## config.mk

```make
export PLATFORM = sky130hd
export DESIGN_NAME = lane_sprite_mover
export DESIGN_NICKNAME = d
export VERILOG_FILES = /design/src/rtl/lane_sprite_mover.sv
export SDC_FILE = /design/constraint.sdc
export NUM_CORES = 1
export LEC_CHECK = 0
export ABC_AREA = 1
export BUFFER_PORTS_ARGS = -buffer_cell sky130_fd_sc_hd__buf_2
export CAP_MARGIN = 10
export CORE_ASPECT_RATIO = 1.1
export CORE_UTILIZATION = 55
export DETAILED_ROUTE_END_ITERATION = 10
export GPL_ROUTABILITY_DRIVEN = 0
export GPL_TIMING_DRIVEN = 0
export HOLD_SLACK_MARGIN = 0.06
export PLACE_DENSITY = 0.77
export SYNTH_ARGS = -nofsm -noshare
export SYNTH_HDL_FRONTEND = slang
export SYNTH_SLANG_ARGS = --single-unit
```

## constraint.sdc

```tcl
create_clock -name Clock -period 4 [get_ports Clock]
set_input_delay 0 -clock Clock [delete_from_list [all_inputs] [get_ports Clock]]
set_output_delay 0 -clock Clock [all_outputs]
set_load 0.01 [all_outputs]
```

## src/rtl/lane_sprite_mover.sv

```systemverilog
// Lane-based player sprite engine: erases and redraws a rectangular sprite on lane moves,
// streaming pixels over a valid/ready write port with one buffered move and one buffered redraw.
module lane_sprite_mover #(
  parameter int nX            = 10,
  parameter int nY            = 9,
  parameter int COLOR_DEPTH   = 9,
  parameter int NUM_LANES     = 5,
  parameter int LANE_BITS     = 3,
  parameter int START_LANE    = 2,
  parameter int LANE_WIDTH    = 80,
  parameter int LANE_START_X  = 120,
  parameter int PLAYER_WIDTH  = 60,
  parameter int PLAYER_HEIGHT = 60,
  parameter int PLAYER_Y_POS  = 360,
  parameter logic [COLOR_DEPTH-1:0] PLAYER_COLOR = 9'b000_111_111,
  parameter logic [COLOR_DEPTH-1:0] BG_COLOR     = 9'b000_000_000
) (
  input  logic                   Clock,
  input  logic                   Resetn,
  input  logic                   move_left,
  input  logic                   move_right,
  input  logic                   redraw,
  input  logic                   VGA_ready,
  output logic [LANE_BITS-1:0]   player_lane,
  output logic [nX-1:0]          VGA_x,
  output logic [nY-1:0]          VGA_y,
  output logic [COLOR_DEPTH-1:0] VGA_color,
  output logic                   VGA_write,
  output logic                   busy
);

  typedef enum logic [1:0] {S_INIT, S_IDLE, S_ERASE, S_DRAW} state_t;
  typedef enum logic [1:0] {MV_NONE, MV_LEFT, MV_RIGHT} move_t;

  localparam logic [LANE_BITS-1:0] START_L   = LANE_BITS'(START_LANE);
  localparam logic [LANE_BITS-1:0] LAST_LANE = LANE_BITS'(NUM_LANES - 1);
  localparam logic [nX-1:0]        X_OFF     = nX'(LANE_START_X + (LANE_WIDTH - PLAYER_WIDTH) / 2);
  localparam logic [nX-1:0]        X_PITCH   = nX'(LANE_WIDTH);
  localparam logic [nX-1:0]        PX_LAST   = nX'(PLAYER_WIDTH - 1);
  localparam logic [nY-1:0]        PY_LAST   = nY'(PLAYER_HEIGHT - 1);
  localparam logic [nY-1:0]        Y_TOP     = nY'(PLAYER_Y_POS);

  // Modular nX-bit arithmetic gives the same truncated result as a wide computation.
  function automatic logic [nX-1:0] lane_to_x(input logic [LANE_BITS-1:0] lane);
    return X_OFF + nX'(lane) * X_PITCH;
  endfunction

  state_t                 state_reg, state_next;
  move_t                  pend_move_reg, pend_move_next;
  logic                   pend_redraw_reg, pend_redraw_next;
  logic [LANE_BITS-1:0]   lane_reg, lane_next;
  logic [nX-1:0]          old_x_reg, old_x_next;
  logic [nX-1:0]          px_reg, px_next;
  logic [nY-1:0]          py_reg, py_next;
  logic                   left_q, right_q, redraw_q;
  logic                   left_rise, right_rise, redraw_rise;
  logic                   consume, redraw_clr;
  logic [nX-1:0]          base_x;

  assign left_rise   = move_left  & ~left_q;
  assign right_rise  = move_right & ~right_q;
  assign redraw_rise = redraw     & ~redraw_q;

  always_ff @(posedge Clock or negedge Resetn) begin
    if (!Resetn) begin
      state_reg       <= S_INIT;
      pend_move_reg   <= MV_NONE;
      pend_redraw_reg <= 1'b0;
      lane_reg        <= START_L;
      old_x_reg       <= '0;
      px_reg          <= '0;
      py_reg          <= '0;
      left_q          <= 1'b0;
      right_q         <= 1'b0;
      redraw_q        <= 1'b0;
    end else begin
      state_reg       <= state_next;
      pend_move_reg   <= pend_move_next;
      pend_redraw_reg <= pend_redraw_next;
      lane_reg        <= lane_next;
      old_x_reg       <= old_x_next;
      px_reg          <= px_next;
      py_reg          <= py_next;
      left_q          <= move_left;
      right_q         <= move_right;
      redraw_q        <= redraw;
    end
  end

  always_comb begin
    state_next = state_reg;
    lane_next  = lane_reg;
    old_x_next = old_x_reg;
    px_next    = px_reg;
    py_next    = py_reg;
    consume    = 1'b0;
    redraw_clr = 1'b0;
    case (state_reg)
      S_INIT: begin
        state_next = S_DRAW;
        lane_next  = START_L;
        px_next    = '0;
        py_next    = '0;
      end
      S_IDLE: begin
        px_next = '0;
        py_next = '0;
        if (pend_move_reg != MV_NONE) begin
          consume = 1'b1;
          // Moves that would leave the lane range are dropped silently.
          if (pend_move_reg == MV_LEFT && lane_reg != '0) begin
            old_x_next = lane_to_x(lane_reg);
            lane_next  = lane_reg - LANE_BITS'(1);
            state_next = S_ERASE;
            redraw_clr = 1'b1;
          end else if (pend_move_reg == MV_RIGHT && lane_reg != LAST_LANE) begin
            old_x_next = lane_to_x(lane_reg);
            lane_next  = lane_reg + LANE_BITS'(1);
            state_next = S_ERASE;
            redraw_clr = 1'b1;
          end
        end else if (pend_redraw_reg) begin
          state_next = S_DRAW;
          redraw_clr = 1'b1;
        end
      end
      S_ERASE, S_DRAW: begin
        if (VGA_ready) begin
          if (px_reg == PX_LAST) begin
            px_next = '0;
            if (py_reg == PY_LAST) begin
              py_next    = '0;
              state_next = (state_reg == S_ERASE) ? S_DRAW : S_IDLE;
            end else begin
              py_next = py_reg + nY'(1);
            end
          end else begin
            px_next = px_reg + nX'(1);
          end
        end
      end
      default: state_next = S_INIT;
    endcase
  end

  // A fresh rise always wins over consumption so edges landing on the consume cycle survive.
  always_comb begin
    pend_move_next = pend_move_reg;
    if (left_rise && !right_rise)
      pend_move_next = MV_LEFT;
    else if (right_rise && !left_rise)
      pend_move_next = MV_RIGHT;
    else if (consume)
      pend_move_next = MV_NONE;

    pend_redraw_next = pend_redraw_reg;
    if (redraw_rise)
      pend_redraw_next = 1'b1;
    else if (redraw_clr)
      pend_redraw_next = 1'b0;
  end

  assign base_x      = (state_reg == S_ERASE) ? old_x_reg : lane_to_x(lane_reg);
  assign VGA_write   = (state_reg == S_ERASE) || (state_reg == S_DRAW);
  assign VGA_x       = VGA_write ? base_x + px_reg : '0;
  assign VGA_y       = VGA_write ? Y_TOP + py_reg : '0;
  assign VGA_color   = !VGA_write ? '0 : ((state_reg == S_ERASE) ? BG_COLOR : PLAYER_COLOR);
  assign player_lane = lane_reg;
  assign busy        = (state_reg != S_IDLE);

endmodule

```

Yosys cells after proc, flatten, opt, wreduce, memory -nomap -nowiden. Index checks and enable logic that the tools add are counted.

Word-level logic and storage cells: 99. Register bits: 40. Input bits: 6. Output and inout port bits: 33.

Mux-type cells: 39. Bitwise gates (word level): 6. Eq/ne operators: 16. Multiply operators: 1. Reductions and logical operators: 20. Add/sub/neg operators: 7.

Operators by type and width (count): two-way mux 10 bit (6); two-way mux 9 bit (4); two-way mux 2 bit (11); case mux 10 bit (2 select lines) (1); case mux 9 bit (2 select lines) (1); two-way mux 6 bit (2); adder 10 x 1 -> 10 bit (second input constant) (1); adder 10 bit (1); adder 8 x 10 -> 10 bit (first input constant) (1); == test 10 x 6 -> 1 bit (second input constant) (1); adder 9 x 1 -> 9 bit (second input constant) (1); adder 9 bit (first input constant) (1); == test 9 x 6 -> 1 bit (second input constant) (1); two-way mux 1 bit (9); two-way mux 3 bit (3); != test 3 bit (second input constant) (3); != test 2 bit (second input constant) (4); nonzero test 2 bit (4); == test 2 bit (second input constant) (3); multiplier 3 x 3 -> 6 bit (second input constant) (1); case mux 2 bit (3 select lines) (1); case mux 3 bit (2 select lines) (1); AND reduction 3 bit (2); nonzero test 3 bit (2); 14 further kinds (24).

Longest topological paths before layout. Gate-level depths: netlist of the first run.

Word-level depth: 8. Mapped depth: 13. Depth with buffers taken out: 13.

Least setup slack after synthesis of the first run. Ideal clock, no wire load.

Path kind: flip-flop to output port. From: register lane_reg[0], in the netlist player_lane[0]. To: output port VGA_x[9]. Path buffers: 0. Data required time: 4000 ps. Setup slack: 1551 ps. Stages on the path, launching flop included: 12. Arrival: 2449 ps. Path through: dfrtp_1 -> ha_1 -> xnor2_1 -> fa_1 -> o21ai_0 -> ha_1 -> a21o_1 -> a21oi_1 -> nand2_1 -> nand2_1 -> nand2_1 -> nor2_1.

Cells in the longest elaborated chain, start to end: 5.

RTL lines: start, declared (line 51) `logic [LANE_BITS-1:0] lane_reg, lane_next;`; start signal, assigned (line 80) `lane_reg <= lane_next;`; multiplier 3 x 3 -> 6 bit (line 45) `return X_OFF + nX'(lane) * X_PITCH;`; adder 8 x 10 -> 10 bit (line 45); two-way mux 10 bit (line 163) `assign base_x = (state_reg == S_ERASE) ? old_x_reg : lane_to_x(lane_reg);`; adder 10 bit (line 165) `assign VGA_x = VGA_write ? base_x + px_reg : '0;`; two-way mux 10 bit (line 165); end, declared (line 25) `output logic [nX-1:0] VGA_x,`.

Every way passes these cells.

Worst setup path after layout of the first run. Same ends and word-level chain as after synthesis.

==> results of run 1 <==
[cell families (layout without fill, tap and decap cells)]
kind of cell / Yosys count / count (layout) / share of synthesized area, %
xor gates and xnor gates: 3 / 3 / 0.998
other: 1 / 3 / 0.142
adders and majority gates: 14 / 14 / 7.22
DFF: 37 / 37 / 35.2
AOI/OAI and AO/OA: 57 / 57 / 11.6
buffers and inverters: 78 / 126 / 13.0
and+or+nand+nor: 198 / 198 / 31.7
[cell type report]
class	count	share of cell area [%]
sequential	37	30.7
buffer	16	3.65
tap	56	2.32
timing repair buffer	40	7.46
clock buffer	6	2.40
clock inverter	2	0.332
inverter	62	7.71
multi-input combinational	275	45.4
[worst paths after layout]
check	start	endpoint	slack [ns]
worst max-delay path	player_lane[0]	VGA_x[9]	1.04
worst min-delay path	Resetn	old_x_reg[6]	0.35
worst max register to register	player_lane[0]	old_x_reg[8]	2.32
worst min register to register	redraw_q	pend_redraw_reg	0.42
max in group asynchronous	Resetn	old_x_reg[8]	3.10
min in group Clock	move_right	right_q	0.36
[timing repair]
action | CTS | global route
buffers inserted | 0 | 0
gates resized for setup | 0 | 0
endpoints found under the hold margin | 42 | 0
hold buffers | 5 | 0
[routing by layer]
layer | global-route usage, % | vias to the layer above | part of all wire, %
met2 | 43.4 | 52 | 49
met1 | 32.9 | 1144 | 45
met3 | 5.52 | 10 | 3.9
met4 | 6.94 | 0 | 1.3
met5 | 0 | - | 0
li1 | - | 1315 | -
[report_power, final]
| part | leakage, nW | switching (mW) | internal [mW] |
|---|---|---|---|
| logic | 1.23 | 0.234 | 0.149 |
| clock network | 0.0450 | 0.136 | 0.121 |
| registers | 0.463 | 0.0582 | 0.413 |
| total | 1.74 | 0.428 | 0.683 |
[worst max-delay path, stage by stage (launching register included)]
cell and delay [ns]:
sky130_fd_sc_hd__dfrtp_1 0.45, sky130_fd_sc_hd__ha_1 0.24, sky130_fd_sc_hd__xnor2_1 0.28, sky130_fd_sc_hd__fa_1 0.48, sky130_fd_sc_hd__o21ai_0 0.18, sky130_fd_sc_hd__ha_1 0.29, sky130_fd_sc_hd__a21o_1 0.20, sky130_fd_sc_hd__a21oi_1 0.12
sky130_fd_sc_hd__nand2_1 0.09, sky130_fd_sc_hd__nand2_1 0.06, sky130_fd_sc_hd__nand2_1 0.05, sky130_fd_sc_hd__nor2_1 0.10, sky130_fd_sc_hd__buf_2 0.14
[cells in the final DEF, fill, tap and decap left out, drive strengths merged]
cell type,count
dfstp,1
xnor2,1
dfrtp,36
fa,2
a21oi,18
o22ai,1
nand4,4
conb,3
o31ai,1
nor2,33
clkbuf,7
and3,1
nor3,8
a22oi,1
clkinv,2
a21o,1
buf,50
a31o,1
o21ai,32
xor2,2
inv,62
ha,12
or2,1
nand2,121
o21bai,2
nand3,30
dlygate4sd3,5
[metrics by stage]
stage	instance area, um2	hold WS, ns	setup WS, ns	util (%)
after floorplan	2640	-0.296	1.55	-
after global placement	2890	0.121	1.41	62.5
after detailed placement	2890	0.124	1.37	62.5
after CTS	3020	0.357	1.04	65.3
after global routing	3020	0.363	0.789	65.3
final	3020	0.348	1.04	65.3
==> summary.md, run 1 <==
The run finished with clean final reports. At the worst endpoint, the required time is 4.00 ns. The routed layout has 2521 vias. The average wire per standard cell was 11.7 um; the number of max-cap violations was 0. For the pin with the worst max-slew slack, the measured transition is 0.862 ns. The largest fanout of any net on the critical path is 7. The setup clock skew after layout is 0.00854 ns. The remaining routing DRC violations is 0, and the number of violations reported at the end of detailed-routing iteration 0 is 163. The routed design could run at a clock period as short as 2.96 ns. The detail route stage leaves a number of antenna-violating nets equal to 0. Most repeated cell in the gate-level netlist after synthesis: sky130_fd_sc_hd__nand2_1. Ranked by total cell area, the synthesized netlist is headed by sky130_fd_sc_hd__dfrtp_1, sky130_fd_sc_hd__nand2_1, sky130_fd_sc_hd__inv_1.

Global routing used 25.7% of the available tracks across all layers. Upper clock frequency limit: 337 MHz. The run gives 0 as the leftover overflow at the end of global routing.

Setup repair after global routing left no endpoint under its margin. The floorplan step defined a core boundary enclosing 4620 um2. CTS saw 37 sinks. From synthesis to final layout, the design area changed by 14.6%.

The post-synthesis register bit count was 37. Setup violations remaining at the end of the flow were counted as 0. In this run the vertical extent of the chip is 74.6 um. The floorplan step defined a die boundary enclosing 5070 um2.

The placement row count is 26, and the number of antenna violations at the first check in global routing is 0. The run gives 1.11 mW as the total power consumption of the routed design. In the finished design, the share of the clock period the worst path needs comes to 74.1%. Entering global routing, the biggest net connects 38 pins. The logs give 2163 for the via count of the first global-routing pass and 5.80 mm for the aggregate routed wire length. For this design the ratio of total power to cell area is 368 nW/um2. The tools report the CTS root buffer as sky130_fd_sc_hd__clkbuf_8. The number of different library cells used by synthesis comes to 32. First-pass iteration count of the detailed router: 4. STA puts the critical path data arrival time at 2.96 ns. The number of buffers added by the clock tree synthesis step is 5.

The wire length of the first global-routing pass came out at 9.63 mm. The top cell type's share of synthesized area works out to 34.2%. The most frequently used flop master after synthesis was sky130_fd_sc_hd__dfrtp_1.

The layout has 431 filler cells. Yosys printed 0 warnings. The clock latency at the later pin of the worst-skew pair was 0.29 ns.

TritonCTS built the clock tree. For the effective utilization at floorplan, the log shows 57.0%. STA classifies the critical path endpoint as an output pin.

Summing every instance area after synthesis gives 2630 um2. Counting instances in the post-synthesis netlist gives the leading cell types as sky130_fd_sc_hd__nand2_1, sky130_fd_sc_hd__inv_1, sky130_fd_sc_hd__dfrtp_1, sky130_fd_sc_hd__nor2_1, sky130_fd_sc_hd__nand3_1. In this run the number of H-tree levels came out at 2.

The register with the most flip-flops in the layout has 10 of them. For the total half-perimeter wirelength after legalization and detailed placement, the log shows 4.33 mm. Average cell area after synthesis: 6.78 um2. The setup path with the least slack is of type flop to output pin.

For the number of max-slew violations in the final report, the log shows 0. The repair_antennas step left the layout with diodes totalling 0. The tools report the number of placed instances, taps included as 481. The area taken by flip-flops and latches is 927 um2.

39 I/O pins were placed. For this design the static power due to leakage is 1.74 nW. Summing all multi-input logic gate instances after layout gives 1370 um2. Summed over all failing endpoints, the final setup total negative slack is 0 ns. The proportion of synthesized flip-flops having asynchronous set or reset is 100%. The worst-case IR drop observed on VDD is 0.000221 V.

The final layout contains 457 nets. The number of hold-slack violations in the final timing report came out at 0. The number of I/O port buffers was 35; the logic depth of the worst register-to-register path was 4. Once layout is complete, the cells apart from fillers number 494. In the final layout, the share of cells above drive strength 1 is 16.2%.

The count of mapped cells out of synthesis is 388. In this run the tightest slew margin relative to its limit is 42.5%. The tightest min-delay check is of the input pin to async pin type. For the share of the yosys chip area belonging to registers, the log shows 35.2%.

Counting flops with a built-in enable in the synthesized netlist gives 0. The buffer depth of the longest clock path was 2; the x dimension of the die was 68.0 um. The worst setup path is launched from a flop. The leading area contributor after synthesis is sky130_fd_sc_hd__dfrtp_1.

The clock-pin slew on the worst setup and hold paths came out at 0.07 ns. Ratio of routed vias to standard cells: 5.10.
Power figures use the tool's default switching activity.
==> inputs of run 2 (changes only) <==
- clock period: 4 -> 2.86 ns (I/O delays scaled with it)
==> run 2 against run 1 <==
Compared with the run above:
- sequential share of layout area down 0.48 points
- via count grew 0.83%
- combinational power grew 40%
- largest power group unchanged
- hold slack worse by 0.0036 ns
- highest routed layer unchanged
- design area increased by 1.9%
- critical path depth unchanged
- non-clock buffer count increased by 3
- setup slack got worse by 0.92 ns
- final cell count grew 0.61%
- routed wire length is 2.3% higher
- critical path type unchanged
- core utilization rose by 1.2 points
- largest cell class unchanged
==> summary.md, run 2 (synthesis results as in run 1) <==
The flow ran to the end, and the final reports show no timing, DRC or antenna violations. The maximum single-stage delay on the critical path is 0.51 ns, and the number of gates on the worst path with buffers counted is 12. After detailed routing, the number of remaining DRC violations is 0. After layout, the design draws a total of 1.56 mW. The most critical setup path has its startpoint at player_lane[0]. TritonCTS created 5 clock buffers. The root buffer cell chosen for the clock tree is sky130_fd_sc_hd__clkbuf_8. Pin placement for this block handled 39 I/O pins.

At the pin with the least slew margin, the transition time is 0.862 ns. The routed design has 5.93 mm of wire. STA classifies the critical path endpoint as an output pin. Setup violations remaining at the end of the flow were counted as 0. The detailed router finished its first iteration with 179 violations. In the layout the commonest cells are sky130_fd_sc_hd__nand2_1, sky130_fd_sc_hd__inv_1, sky130_fd_sc_hd__buf_2.

The area growth from synthesis to layout is 16.8%. Among all stages on the critical path, the largest delay is contributed by sky130_fd_sc_hd__fa_1. Of the total power, the share spent switching nets is 38.8%.

Data on the critical path arrives at its endpoint at 2.74 ns. The clock network accounts for 23.2% of the total power. Post-route worst setup slack: 0.119 ns. The worst register-to-register path ends at player_lane[2]. The logs give 2.86 ns for the required time at the endpoint of the critical path and 0 for the leftover overflow at the end of global routing. The first detailed-routing pass ran for 6 iterations. The tools report the clock latency at the later pin of the worst-skew pair as 0.29 ns.

The tools report the placement row count as 26. Counting stages on the worst path, the most repeated cell is sky130_fd_sc_hd__nand2_1. The via count of the first global-routing pass came out at 2163.

The kind of path behind the tightest hold check is input pin to async pin. The number of hold-slack violations in the final timing report was 0. The tools report the register-to-register setup slack as 1.21 ns. The cell family contributing the most delay on the critical path is adder cells. The die outline height is 74.6 um, and the global-route usage over all layers is 25.7%. The final layout contains 460 nets. The clock arrives with 0.00826 ns of skew. The first global-routing pass estimated 9.61 mm of wire. The worst setup path is of the flop to output pin kind. In this run the standard cell core region covers 4620 um2. The H-tree generated during clock tree synthesis spans 2 levels. Entering global routing, the biggest net connects 38 pins. The detailed router placed 2542 vias in this run.

The internal power component was 955 uW. Logic depth of the worst register-to-register path: 7. The worst pin sits at a relative slew slack of 42.5%.

The time the worst path needs with I/O delays and setup was 2.74 ns. The most frequent standard cell in the layout excluding fill and tap cells was sky130_fd_sc_hd__nand2_1. Clock-pin slew was measured on the worst setup and hold paths at 0.07 ns. The critical path ends at VGA_x[9].

The initial utilization of the core area, before any placement, comes to 57.0%. The tools report the sequential group share of total power as 42.3%. OpenSTA, run right after detailed placement, puts the worst setup slack at 0.228 ns. The areal power density over the cells is 507 nW/um2.

The number of flip-flops under the largest register name is 10, and the combinational share of power is 34.5%. 0 antenna diodes ended up in the layout. The wire-length estimate of the detail-placed layout is 4.33 mm. The run gives 0.345 ns as the post-route worst hold slack. The die is 68.0 um wide. TritonCTS built the clock tree. In this run the power spent charging and discharging nets is 605 uW. Of the cells placed in the final design, the portion with a size suffix greater than 1 is 17.7%. The number of max-cap violations is 0. The analysis attributes to cell leakage a power of 1.75 nW. The worst ir drop on vdd is 0.000310 V. The logs give 0 for the number of antenna violations at the first check in global routing and 0 ns for the final sum of negative setup slack. After detailed routing, the number of vias per cell comes to 5.11. The signal on the critical path passes through ha_4 -> xnor2_4 -> fa_1 -> o21ai_1 -> ha_1 -> a21o_1 -> a21oi_1 -> nand2_1 -> nand2_1 -> nand2_1 -> nor2_1 -> buf_2.

The largest fanout of any net on the critical path is 7. The sum of buffers and inverters on the critical path came out at 1. The launching element type of the critical path is a flop.

Port buffering added 35 buffers. The startpoint identified for the worst register-to-register timing path is player_lane[1]. In the final routed layout, each cell accounts on average for 11.9 um.

The share of the cycle needed by the critical path after routing came out at 95.9%. The number of antenna-violating nets in the routed design was 0. The upper clock frequency limit is 365 MHz, and the filler cell count in the final layout is 420.

The clock passes through at most 2 buffers. The sink count of the clock tree was 37; the area of the die was 5070 um2. The number of max-slew violations in the final report came out at 0.
## run 2: cell types whose count changed in the layout (fill, tap and decap cells not counted), sizes merged
cell	previous run	this run
buf	50	53
## run 2: stage by stage
| stage | std cells | utilization (%) | instance area [um2] |
|---|---|---|---|
| 6_report | 497 | 66.5 | 3070 |
| 5_1_grt | 497 | 66.5 | 3070 |
| 4_1_cts | 494 | 65.5 | 3030 |
| 3_5_place_dp | 481 | 62.5 | 2890 |
| 3_3_place_gp | 481 | 62.5 | 2890 |
| 2_1_floorplan | 390 | - | 2640 |
## run 2: power groups by stage
stage	combinational (mW)	sequential (mW)	clock (mW)
floorplan	0.372	0.645	0
global placement	0.511	0.665	0
detailed placement	0.527	0.667	0
CTS	0.537	0.657	0.369
global route	0.617	0.671	0.388
finish	0.538	0.660	0.361
## run 2: repair_timing
item | in CTS | in global routing
resized for setup | 2 | 5
pin swaps | 0 | 5
endpoints found under the setup margin | 1 | 1
buffers inserted | 0 | 3
hold endpoints to repair | 42 | 0
hold buffers | 5 | 0
## run 2: worst min path at each step
stage               startpoint           end  cells past startpoint
floorplan               Resetn        left_q                      0
global placement        redraw      redraw_q                      1
detailed placement      redraw      redraw_q                      1
CTS                     redraw      redraw_q                      2
global route            redraw      redraw_q                      2
finish                  Resetn  old_x_reg[6]                      2
## run 2: routing by layer
metal  wire length, um  global-route usage, %  share of wire (%)
met2              2940                   43.2                 50
met3               206                   5.52                3.5
met4                61                   6.94                1.0
met5                 0                      0                  0
met1              2720                   32.9                 46
## run 2: cell type report
class,count,area [um2],share of cell area (%)
Buffer,16,110,3.58
Clock buffer,6,72.6,2.36
Clock inverter,2,10.0,0.326
Inverter,62,233,7.57
Multi-Input combinational cell,275,1400,45.6
Sequential cell,37,930,30.2
Tap cell,56,70.1,2.28
Timing Repair Buffer,43,248,8.06
## run 2: worst reg2reg max path, stage by stage, from the launching register on
cell and delay [ns]:
sky130_fd_sc_hd__dfstp_2 0.61, sky130_fd_sc_hd__nor2_1 0.09, sky130_fd_sc_hd__nand2_1 0.09, sky130_fd_sc_hd__nand2_2 0.09, sky130_fd_sc_hd__fa_1 0.40, sky130_fd_sc_hd__nand3_1 0.10, sky130_fd_sc_hd__nand2_1 0.05, sky130_fd_sc_hd__o21ai_0 0.14
